--- config.mk ---
export PLATFORM = sky130hd
export DESIGN_NAME = ram_arbiter_flat
export DESIGN_NICKNAME = d
export VERILOG_FILES = /design/src/rtl/ram_arbiter_if.sv /design/src/rtl/ram_arbiter.sv /design/src/flat_wrapper.sv
export SDC_FILE = /design/constraint.sdc
export NUM_CORES = 1
export LEC_CHECK = 0
export CORE_AREA = 2 2 112 114
export CTS_BUF_LIST = sky130_fd_sc_hd__clkbuf_4
export DETAILED_ROUTE_END_ITERATION = 8
export DIE_AREA = 0 0 114 116
export GPL_TIMING_DRIVEN = 0
export HOLD_SLACK_MARGIN = 0.12
export PLACE_DENSITY = 0.81
export SETUP_SLACK_MARGIN = 0.15
export SYNTH_ARGS = -nofsm -noshare
export SYNTH_HDL_FRONTEND = slang
export SYNTH_SLANG_ARGS = --single-unit
--- constraint.sdc ---
create_clock -name clk -period 2.13 [get_ports clk]
set_input_delay 0.426 -clock clk [delete_from_list [all_inputs] [get_ports clk]]
set_output_delay 0.426 -clock clk [all_outputs]
set_load 0.01 [all_outputs]
--- src/rtl/ram_arbiter_if.sv ---
// Bus bundle between the two core masters, the arbiter and the single-port data RAM.
// The slave modport is the arbiter's view; the master modport is the core/RAM harness side.
interface ram_arbiter_if;
    logic        m0_req_i;
    logic [31:0] m0_addr_i;
    logic        m0_gnt_o;
    logic        m0_rvalid_o;
    logic [31:0] m0_rdata_o;

    logic        m1_req_i;
    logic [31:0] m1_addr_i;
    logic        m1_we_i;
    logic [31:0] m1_wdata_i;
    logic [3:0]  m1_wsel_i;
    logic        m1_gnt_o;
    logic        m1_rvalid_o;
    logic [31:0] m1_rdata_o;

    logic [31:0] ram_addr_o;
    logic        ram_w_en_o;
    logic [31:0] ram_w_data_o;
    logic [3:0]  ram_w_sel_o;
    logic [31:0] ram_r_data_i;

    modport slave (
        input  m0_req_i, m0_addr_i,
        input  m1_req_i, m1_addr_i, m1_we_i, m1_wdata_i, m1_wsel_i,
        input  ram_r_data_i,
        output m0_gnt_o, m0_rvalid_o, m0_rdata_o,
        output m1_gnt_o, m1_rvalid_o, m1_rdata_o,
        output ram_addr_o, ram_w_en_o, ram_w_data_o, ram_w_sel_o
    );

    modport master (
        output m0_req_i, m0_addr_i,
        output m1_req_i, m1_addr_i, m1_we_i, m1_wdata_i, m1_wsel_i,
        output ram_r_data_i,
        input  m0_gnt_o, m0_rvalid_o, m0_rdata_o,
        input  m1_gnt_o, m1_rvalid_o, m1_rdata_o,
        input  ram_addr_o, ram_w_en_o, ram_w_data_o, ram_w_sel_o
    );
endinterface

--- src/rtl/ram_arbiter.sv ---
// Two-port arbiter for the single-port data RAM: LSU (m1) priority with fetch (m0) starvation guard,
// one-cycle registered response. Define RAM_ARB_PERF_EN to add grant/conflict perf counters.
module ram_arbiter #(
    parameter int unsigned STARVE_LIMIT = 4
`ifdef RAM_ARB_PERF_EN
    ,
    parameter int unsigned PERF_W       = 32
`endif
) (
    input  logic              clk,
    input  logic              rst_n,
    ram_arbiter_if.slave      bus
`ifdef RAM_ARB_PERF_EN
    ,
    output logic [PERF_W-1:0] perf_m0_o,
    output logic [PERF_W-1:0] perf_m1_o,
    output logic [PERF_W-1:0] perf_conf_o
`endif
);

    localparam logic [3:0] StarveMax = 4'(STARVE_LIMIT);

    logic [3:0]  starve_q, starve_d;
    logic        rvalid0_q, rvalid0_d;
    logic        rvalid1_q, rvalid1_d;
    logic [31:0] rdata0_q, rdata0_d;
    logic [31:0] rdata1_q, rdata1_d;
    logic        gnt0, gnt1;

    // Grants are gated by rst_n so nothing reaches the RAM while reset is held.
    always_comb begin
        gnt0 = bus.m0_req_i & (~bus.m1_req_i | (starve_q == StarveMax)) & rst_n;
        gnt1 = bus.m1_req_i & ~gnt0 & rst_n;
    end

    always_comb begin
        bus.m0_gnt_o     = gnt0;
        bus.m1_gnt_o     = gnt1;
        bus.ram_addr_o   = gnt1 ? bus.m1_addr_i : bus.m0_addr_i;
        bus.ram_w_en_o   = gnt1 & bus.m1_we_i;
        bus.ram_w_data_o = gnt1 ? bus.m1_wdata_i : 32'h0;
        bus.ram_w_sel_o  = gnt1 ? bus.m1_wsel_i : 4'h0;
        bus.m0_rvalid_o  = rvalid0_q;
        bus.m0_rdata_o   = rdata0_q;
        bus.m1_rvalid_o  = rvalid1_q;
        bus.m1_rdata_o   = rdata1_q;
    end

    always_comb begin
        starve_d = 4'h0;
        if (bus.m0_req_i && !gnt0) begin
            starve_d = (starve_q == StarveMax) ? starve_q : starve_q + 4'h1;
        end
        rvalid0_d = gnt0;
        rvalid1_d = gnt1;
        rdata0_d  = gnt0 ? bus.ram_r_data_i : rdata0_q;
        // Write completions report zero; the RAM read data of that cycle is the old word.
        rdata1_d  = rdata1_q;
        if (gnt1) begin
            rdata1_d = bus.m1_we_i ? 32'h0 : bus.ram_r_data_i;
        end
    end

    always_ff @(posedge clk or negedge rst_n) begin
        if (!rst_n) begin
            starve_q  <= 4'h0;
            rvalid0_q <= 1'b0;
            rvalid1_q <= 1'b0;
            rdata0_q  <= 32'h0;
            rdata1_q  <= 32'h0;
        end else begin
            starve_q  <= starve_d;
            rvalid0_q <= rvalid0_d;
            rvalid1_q <= rvalid1_d;
            rdata0_q  <= rdata0_d;
            rdata1_q  <= rdata1_d;
        end
    end

`ifdef RAM_ARB_PERF_EN
    logic [PERF_W-1:0] perf_m0_q, perf_m0_d;
    logic [PERF_W-1:0] perf_m1_q, perf_m1_d;
    logic [PERF_W-1:0] perf_conf_q, perf_conf_d;

    always_comb begin
        perf_m0_d   = perf_m0_q + PERF_W'(gnt0);
        perf_m1_d   = perf_m1_q + PERF_W'(gnt1);
        perf_conf_d = perf_conf_q + PERF_W'(bus.m0_req_i & bus.m1_req_i);
        perf_m0_o   = perf_m0_q;
        perf_m1_o   = perf_m1_q;
        perf_conf_o = perf_conf_q;
    end

    always_ff @(posedge clk or negedge rst_n) begin
        if (!rst_n) begin
            perf_m0_q   <= '0;
            perf_m1_q   <= '0;
            perf_conf_q <= '0;
        end else begin
            perf_m0_q   <= perf_m0_d;
            perf_m1_q   <= perf_m1_d;
            perf_conf_q <= perf_conf_d;
        end
    end
`endif

endmodule

--- src/flat_wrapper.sv ---
// flat-port wrapper written by rule: the top's interface ports become plain ports
module ram_arbiter_flat 
#(
    parameter int unsigned STARVE_LIMIT = 4

)
  (clk, rst_n, bus_m0_req_i, bus_m0_addr_i, bus_m1_req_i, bus_m1_addr_i, bus_m1_we_i, bus_m1_wdata_i, bus_m1_wsel_i, bus_ram_r_data_i, bus_m0_gnt_o, bus_m0_rvalid_o, bus_m0_rdata_o, bus_m1_gnt_o, bus_m1_rvalid_o, bus_m1_rdata_o, bus_ram_addr_o, bus_ram_w_en_o, bus_ram_w_data_o, bus_ram_w_sel_o);
  ram_arbiter_if bus_i ();
  input  logic clk;
  input  logic rst_n;
  input wire logic [$bits(bus_i.m0_req_i)-1:0] bus_m0_req_i;
  input wire logic [$bits(bus_i.m0_addr_i)-1:0] bus_m0_addr_i;
  input wire logic [$bits(bus_i.m1_req_i)-1:0] bus_m1_req_i;
  input wire logic [$bits(bus_i.m1_addr_i)-1:0] bus_m1_addr_i;
  input wire logic [$bits(bus_i.m1_we_i)-1:0] bus_m1_we_i;
  input wire logic [$bits(bus_i.m1_wdata_i)-1:0] bus_m1_wdata_i;
  input wire logic [$bits(bus_i.m1_wsel_i)-1:0] bus_m1_wsel_i;
  input wire logic [$bits(bus_i.ram_r_data_i)-1:0] bus_ram_r_data_i;
  output wire logic [$bits(bus_i.m0_gnt_o)-1:0] bus_m0_gnt_o;
  output wire logic [$bits(bus_i.m0_rvalid_o)-1:0] bus_m0_rvalid_o;
  output wire logic [$bits(bus_i.m0_rdata_o)-1:0] bus_m0_rdata_o;
  output wire logic [$bits(bus_i.m1_gnt_o)-1:0] bus_m1_gnt_o;
  output wire logic [$bits(bus_i.m1_rvalid_o)-1:0] bus_m1_rvalid_o;
  output wire logic [$bits(bus_i.m1_rdata_o)-1:0] bus_m1_rdata_o;
  output wire logic [$bits(bus_i.ram_addr_o)-1:0] bus_ram_addr_o;
  output wire logic [$bits(bus_i.ram_w_en_o)-1:0] bus_ram_w_en_o;
  output wire logic [$bits(bus_i.ram_w_data_o)-1:0] bus_ram_w_data_o;
  output wire logic [$bits(bus_i.ram_w_sel_o)-1:0] bus_ram_w_sel_o;
  assign bus_i.m0_req_i = bus_m0_req_i;
  assign bus_i.m0_addr_i = bus_m0_addr_i;
  assign bus_i.m1_req_i = bus_m1_req_i;
  assign bus_i.m1_addr_i = bus_m1_addr_i;
  assign bus_i.m1_we_i = bus_m1_we_i;
  assign bus_i.m1_wdata_i = bus_m1_wdata_i;
  assign bus_i.m1_wsel_i = bus_m1_wsel_i;
  assign bus_i.ram_r_data_i = bus_ram_r_data_i;
  assign bus_m0_gnt_o = bus_i.m0_gnt_o;
  assign bus_m0_rvalid_o = bus_i.m0_rvalid_o;
  assign bus_m0_rdata_o = bus_i.m0_rdata_o;
  assign bus_m1_gnt_o = bus_i.m1_gnt_o;
  assign bus_m1_rvalid_o = bus_i.m1_rvalid_o;
  assign bus_m1_rdata_o = bus_i.m1_rdata_o;
  assign bus_ram_addr_o = bus_i.ram_addr_o;
  assign bus_ram_w_en_o = bus_i.ram_w_en_o;
  assign bus_ram_w_data_o = bus_i.ram_w_data_o;
  assign bus_ram_w_sel_o = bus_i.ram_w_sel_o;
  ram_arbiter #(.STARVE_LIMIT(STARVE_LIMIT)) u_core (.clk(clk), .rst_n(rst_n), .bus(bus_i));
endmodule
==> metrics, run 1 <==
routability cong.=approximately 0.76; final-report max-slew violation count=0; Synth area leaders=dfrtp_1, mux2_4, mux2_2, and2_1, nor2b_1; failing checks=negative hold slack, negative setup slack; remaining antenna violation count=0; initial antenna violation count=0; RR Endpoint=u_core.bus.m0_rdata_o[7]$_DFFE_PN0P_; fillers=around 950; I/O Pins=approximately 270; DRT iter0 DRCs=98; Detailed Route WL=around 15000 µm; Max FO, Critical Path=10; logic gate share of total power=42.3%; maximum vdd drop=between 0.4 and 0.5 mV; RSZ-0062 raised after global routing=yes; die extent in x=114 µm; pre-CTS WS=-1170 ps; diode count=0; synth unique cells=25; clock sink count=70; Vias=3365; smallest hold slack=-34.5 ps; FMAX=a little under 400 MHz; Least-Margin Pin Slew=about 540 ps; switching power of the nets=1160 µW; sequential share of power=roughly two fifths; fin util=61.1%; Port-buffer cells=between 200 and 300; switch share=28.4%; Synth area leader=dfrtp_1; Starting Density=31.6%; final hold vios=66; Tmin final=approximately 2500 ps; DR vias/cell=4.58; share of cells above drive strength 1=41.6%; Pint=2930 µW; area growth from synthesis to layout=93.6%; P_leak=around 0.0033 µW; Core ar.=0.0119 mm²; Setup TNS=-24980 ps; vias in the first global route=about 3500; Critical Path RT=about 1700 ps; Slew HR=63.8%; die height=116 µm; drt wl/cell=just under 20 µm; root buffer cell=clkbuf_4; total track usage=just over 20%; Max-cap violations=0; Reg clk slew, reported paths=about 110 ps; CTS tree=done; Yosys top cell area share=46.6%; Setup WS post-layout=-409 ps; Syn. warnings=0; critical setup path kind=reg -> out; clock tree buffer depth=2; largest net degree at the start of global routing=77; sequential area share after synthesis=46.6%; Avg Cell Area, Syn=13.8 µm²; FP Rows=40; arrival time worst endpoint=2110 ps; origin of the critical flop-to-flop path=u_core.starve_q[0]$_DFFE_PN0P_; fin crit share=119%; number of detailed-route iterations in the first pass=4; Mapped Nets=412; flops & latches, synth=70; H-tree depth=3; r2r setup slk=-90 ps; Syn Inst Count=273; Power Density=562 mW/mm²; Worst Hold Class=in -> async; global-route wire length before repair=20200 µm; Clock power frac=between 10% and 20%; drt drc=0; Clock Skew=roughly 9.8 ps; CP Capture Type=output port; status=complete, but fails checks; Clock Latency Late Sink=410 ps; synthesized area=0.00376 mm²; full die area=0.0132 mm²; Startpoint Class=register; hpwl dp=11100 µm; nets=723; setup violators final=95; total CTS buffers=9; Reg2Reg Depth=10; GRT overflow=0
[cells by family (layout without fill, tap and decap cells)]
kind of cell / count (synthesis) / count (layout) / share of synthesized area, %
AOI/OAI and AO/OA: 8 / 8 / 2.16
xor gates and xnor gates: 1 / 1 / 0.233
adders and majority gates: 2 / 2 / 0.665
buffers and inverters: 21 / 335 / 3.92
DFF: 70 / 70 / 46.6
muxes: 97 / 97 / 34.0
and+or+nand+nor: 74 / 74 / 12.5
[power by group through the flow]
stage | logic (µW) | clock network, µW | registers (µW)
final | 1730 | 698 | 1670
after global routing | 1830 | 770 | 1690
after CTS | 1630 | 721 | 1660
after detailed placement | 1580 | 0 | 1690
after global placement | 1550 | 0 | 1670
after floorplan | 495 | 0 | 1770
[through the flow]
stage	instance area, µm²	total power [µW]	hold slack, ps	std cells
2_1_floorplan	3770	2270	130	273
3_3_place_gp	6690	3220	474	693
3_5_place_dp	6690	3260	475	693
4_1_cts	6940	4020	-34.4	723
5_1_grt	7280	4290	-15.9	734
6_report	7280	4090	-34.5	734
[final cells by class]
cell class                      instances  area (µm²)  area share (%)
Clock inverter                          3        13.8           0.189
Buffer                                 17         211            2.90
Inverter                                4        15.0           0.206
Clock buffer                           11        82.6            1.13
Multi-Input combinational cell        182        2000            27.5
Timing Repair Buffer                  300        3020            41.5
Sequential cell                        70        1750            24.1
Tap cell                              147         184            2.53
[per-layer routing]
metal / GRT usage, % / part of all wire, % / wire (µm) / vias up
met5: 0 / 0 / 0 / -
met4: 8.05 / 3.3 / 487 / 0
met3: 6.64 / 8.3 / 1210 / 27
met1: 24.0 / 38 / 5590 / 1625
li1: - / - / - / 1560
met2: 34.3 / 50 / 7290 / 153
[cell usage in the layout (no fill, tap or decap), types with 3 or more instances in the layout]
master,instances
buf_4,22
clkdlybuf4s50_1,200
buf_12,5
clkdlybuf4s15_2,9
buf_2,14
and2_4,15
clkbuf_16,3
inv_2,3
and2_1,22
mux2_4,72
dfrtp_1,70
buf_8,5
mux2_2,24
clkbuf_1,3
buf_6,52
clkbuf_4,12
nor2b_1,32
[worst max path at each step]
stage	startpoint	endpoint	slack, ps	cells after the start
after global routing	u_core.starve_q[0]$_DFFE_PN0P_	bus_ram_addr_o[31]	-520	8
final	u_core.starve_q[0]$_DFFE_PN0P_	bus_ram_addr_o[31]	-410	8
after detailed placement	rst_n	bus_ram_w_data_o[0]	-1170	5
after CTS	u_core.starve_q[0]$_DFFE_PN0P_	bus_ram_addr_o[31]	-440	8
after global placement	rst_n	bus_ram_w_data_o[0]	-3380	5
after floorplan	u_core.starve_q[1]$_DFFE_PN0P_	bus_ram_addr_o[0]	120	7
[sequential cells by signal, summed over array words and instances (netlist names)]
signal / count
u_core.bus.m1_rvalid_o: 1
u_core.bus.m0_rdata_o: 32
u_core.starve_q: 4
u_core.bus.m1_rdata_o: 32
u_core.bus.m0_rvalid_o: 1
[what timing repair did]
action                                 in CTS  in global routing
setup endpoints to repair                 103                100
gates resized for setup                   351                 56
cloned                                      1                  4
endpoints found under the hold margin      70                 70
pin swaps                                   8                  1
buffers inserted                           15                  7
[worst max-delay path, stage by stage, from the launching register on]
cell and delay (ps):
dfrtp_1 400, inv_2 80, ha_4 150, nand3b_4 80
o211a_4 260, buf_12 150, buf_12 150, mux2_4 290
buf_2 150
[cell usage after synthesis]
| library cell | n |
|---|---|
| dfrtp_1 | 70 |
| mux2_4 | 50 |
| mux2_2 | 45 |
| and2_1 | 37 |
| nor2b_1 | 32 |
| buf_6 | 9 |
| clkbuf_1 | 7 |
| inv_1 | 4 |
| ha_1 | 2 |
| o211a_1 | 2 |
| a211oi_1 | 1 |
| a211oi_4 | 1 |
| a221oi_1 | 1 |
| buf_2 | 1 |
| mux2_1 | 1 |
| mux2i_1 | 1 |
| nand2_1 | 1 |
| nand3_1 | 1 |
| nand3b_4 | 1 |
| nor2_1 | 1 |
| nor3_1 | 1 |
| o2111ai_1 | 1 |
| o21a_1 | 1 |
| o41ai_1 | 1 |
| xnor2_1 | 1 |
(Power assumes the default switching activity.)
==> run 2: changes to the inputs <==
--- a/config.mk
+++ b/config.mk
@@ -7,6 +7,7 @@
 export LEC_CHECK = 0
 export CORE_AREA = 2 2 112 114
 export CTS_BUF_LIST = sky130_fd_sc_hd__clkbuf_4
+export CTS_CLUSTER_DIAMETER = 60
 export DETAILED_ROUTE_END_ITERATION = 8
 export DIE_AREA = 0 0 114 116
 export GPL_TIMING_DRIVEN = 0
==> results of run 2 <==
No change in the layout: final DEF, timing and power equal those of run 1.
==> run 3: changes to the inputs <==
--- a/config.mk
+++ b/config.mk
@@ -5,14 +5,14 @@
 export SDC_FILE = /design/constraint.sdc
 export NUM_CORES = 1
 export LEC_CHECK = 0
-export CORE_AREA = 2 2 112 114
+export CORE_AREA = 2 2 106 108
 export CTS_BUF_LIST = sky130_fd_sc_hd__clkbuf_4
 export CTS_CLUSTER_DIAMETER = 60
 export DETAILED_ROUTE_END_ITERATION = 8
-export DIE_AREA = 0 0 114 116
+export DIE_AREA = 0 0 108 110
 export GPL_TIMING_DRIVEN = 0
 export HOLD_SLACK_MARGIN = 0.12
-export PLACE_DENSITY = 0.81
+export PLACE_DENSITY = 0.86
 export SETUP_SLACK_MARGIN = 0.15
 export SYNTH_ARGS = -nofsm -noshare
 export SYNTH_HDL_FRONTEND = slang
==> constraint.sdc (replaced) <==
create_clock -name clk -period 2.7 [get_ports clk]
set_input_delay 0.54 -clock clk [delete_from_list [all_inputs] [get_ports clk]]
set_output_delay 0.54 -clock clk [all_outputs]
set_load 0.01 [all_outputs]
==> run 3 against run 2 <==
  * The run ends with negative setup slack left
  * Via count is 2.3% lower
  * Sequential cell count stayed put
  * Register-to-register slack better by 560 ps
  * Sequential power is 22% lower
  * Critical path type is now in -> out
  * Largest cell class unchanged
  * Largest power group is now sequential cells
==> metrics, run 3 (synthesis gave the netlist of run 1 again) <==
Slew HR=63.8% (about the same); logic gate share of total power=38.2% (was 42.3%); DR vias/cell=4.55 (was 4.58); Tmin final=about 2800 ps; global-route wire length before repair=19000 µm (was 20200 µm); clock tree buffer depth=2 (unchanged); critical setup path kind=in -> out (was reg -> out); RSZ-0062 raised after global routing=yes (unchanged); Least-Margin Pin Slew=544 ps (was 543 ps); Max-cap violations=0 (unchanged); CP Capture Type=output port (unchanged); Port-buffer cells=273 (unchanged); diode count=0 (unchanged); remaining antenna violation count=0 (unchanged); commonest cells after routing, fill and taps aside=clkdlybuf4s50_1, dfrtp_1, buf_6 (was clkdlybuf4s50_1, mux2_4, dfrtp_1); switch share=27.8% (was 28.4%); H-tree depth=3 (unchanged); Core ar.=0.0107 mm² (was 0.0119 mm²); final instance area=0.00716 mm² (was 0.00728 mm²); RR Endpoint=u_core.bus.m1_rdata_o[17]$_DFFE_PN0P_ (was u_core.bus.m0_rdata_o[7]$_DFFE_PN0P_); Reg2Reg Depth=11 (was 10); hpwl dp=10200 µm (was 11100 µm); full die area=0.0119 mm² (was 0.0132 mm²); clock sink count=70 (unchanged); final-report max-slew violation count=0 (unchanged); routability cong.=0.781 (was 0.761); Detailed Route WL=13500 µm (was 14600 µm); DRT iter0 DRCs=99 (was 98); Clock Latency Late Sink=420 ps (was 410 ps); failing checks=negative setup slack (was negative hold slack, negative setup slack); status=complete, but fails checks (unchanged); largest net degree at the start of global routing=77 (unchanged); Startpoint Class=primary input (was register); Final Instance Count excl. Fillers=722 (was 734); FP Rows=38 (was 40); I/O Pins=274 (unchanged); drt wl/cell=18.7 µm (was 19.9 µm); Worst Hold Class=in -> async (unchanged); Reg clk slew, reported paths=130 ps (was 110 ps); drt drc=0 (unchanged); dpl cells=686 (was 693); final hold vios=0 (was 66); smallest hold slack=73.0 ps (was -34.5 ps); Starting Density=35.2% (was 31.6%); Clock power frac=23.5% (was 17.0%); root buffer cell=clkbuf_4 (unchanged); Vias=3286 (was 3365); commonest non-fill, non-tap cell in the layout=clkdlybuf4s50_1 (unchanged); maximum vdd drop=0.356 mV (was 0.415 mV); Post-DP Area=0.00667 mm² (was 0.00669 mm²); FMAX=363 MHz; Max FO, Critical Path=7 (was 10); Power Density=476 mW/mm² (was 562 mW/mm²); arrival time worst endpoint=2210 ps (was 2110 ps); origin of the critical flop-to-flop path=u_core.starve_q[0]$_DFFE_PN0P_ (unchanged); GRT overflow=0 (unchanged); share of cells above drive strength 1=41.2% (was 41.6%); Critical Path RT=2160 ps (was 1700 ps); setup violators final=46 (was 95); number of detailed-route iterations in the first pass=4 (unchanged); initial antenna violation count=0 (unchanged); area growth from synthesis to layout=90.4% (was 93.6%); r2r setup slk=470 ps (was -90 ps); nets=716 (was 723); die height=110 µm (was 116 µm); Setup TNS=-1200 ps (was -24980 ps); CTS tree=done (unchanged); total CTS buffers=9 (unchanged); switching power of the nets=949 µW (was 1160 µW); Clock Skew=19.5 ps (was 9.77 ps); vias in the first global route=3451 (was 3519); Pint=2460 µW (was 2930 µW); P_leak=0.00321 µW (was 0.00330 µW); sequential share of power=38.3% (was 40.7%); total track usage=21.1% (was 20.3%); Setup WS post-layout=-54.8 ps (was -409 ps); die extent in x=108 µm (was 114 µm); fin crit share=102%
## run 3: per-layer routing
metal	share of wire [%]	up-vias	global-route usage, %	wire [µm]
met3	8.5	8	7.29	1150
met2	51	141	36.4	6880
met5	0	-	0	0
met4	0.77	0	4.49	104
met1	40	1594	25.6	5350
li1	-	1543	-	-
## run 3: power groups by stage
| stage | combinational (µW) | clock [µW] | sequential (µW) |
|---|---|---|---|
| global route | 1380 | 872 | 1330 |
| detailed placement | 1230 | 0 | 1330 |
| global placement | 1210 | 0 | 1320 |
| finish | 1300 | 801 | 1310 |
| floorplan | 387 | 0 | 1400 |
| CTS | 1300 | 823 | 1310 |
## run 3: area by class of cell
class,count,area [µm²]
Clock buffer,10,75.1
Clock inverter,6,93.8
Sequential cell,70,1750
Fill cell,796,3530
Multi-Input combinational cell,182,1920
Tap cell,140,175
Timing Repair Buffer,293,2930
Buffer,17,208
Inverter,4,15.0
## run 3: repair_timing
action                     in CTS  in global routing
gates resized for setup       325                 52
hold endpoints to repair       70                 64
setup buffers                  13                  3
setup endpoints to repair      71                 71
pin swaps                      13                  3
gates cloned                    4                  0
## run 3: how the worst max path moves through the flow
| stage | startpoint | end | slack [ps] | depth (start not counted) |
|---|---|---|---|---|
| CTS | u_core.starve_q[1]$_DFFE_PN0P_ | bus_ram_addr_o[24] | -70 | 8 |
| global route | u_core.starve_q[0]$_DFFE_PN0P_ | bus_ram_addr_o[24] | -110 | 8 |
| global placement | rst_n | bus_m0_gnt_o | -3000 | 5 |
| floorplan | u_core.starve_q[0]$_DFFE_PN0P_ | bus_ram_addr_o[0] | 510 | 7 |
| detailed placement | rst_n | bus_ram_w_data_o[22] | -860 | 6 |
| finish | bus_m0_req_i | bus_ram_addr_o[26] | -50 | 7 |
## run 3: critical path: stages
cell and delay [ps]:
clkdlybuf4s50_1 540, inv_2 100, o211a_4 280, buf_12 160, buf_12 140, mux2_4 320
buf_6 130
## run 3: metrics by stage
step / total power, µW / setup slack, ps / util, %
2_1_floorplan: 1780 / 515 / -
5_1_grt: 3580 / -113 / 67.0
3_5_place_dp: 2560 / -858 / 62.3
6_report: 3410 / -54.8 / 67.0
3_3_place_gp: 2530 / -3000 / 62.4
4_1_cts: 3430 / -65.6 / 66.6
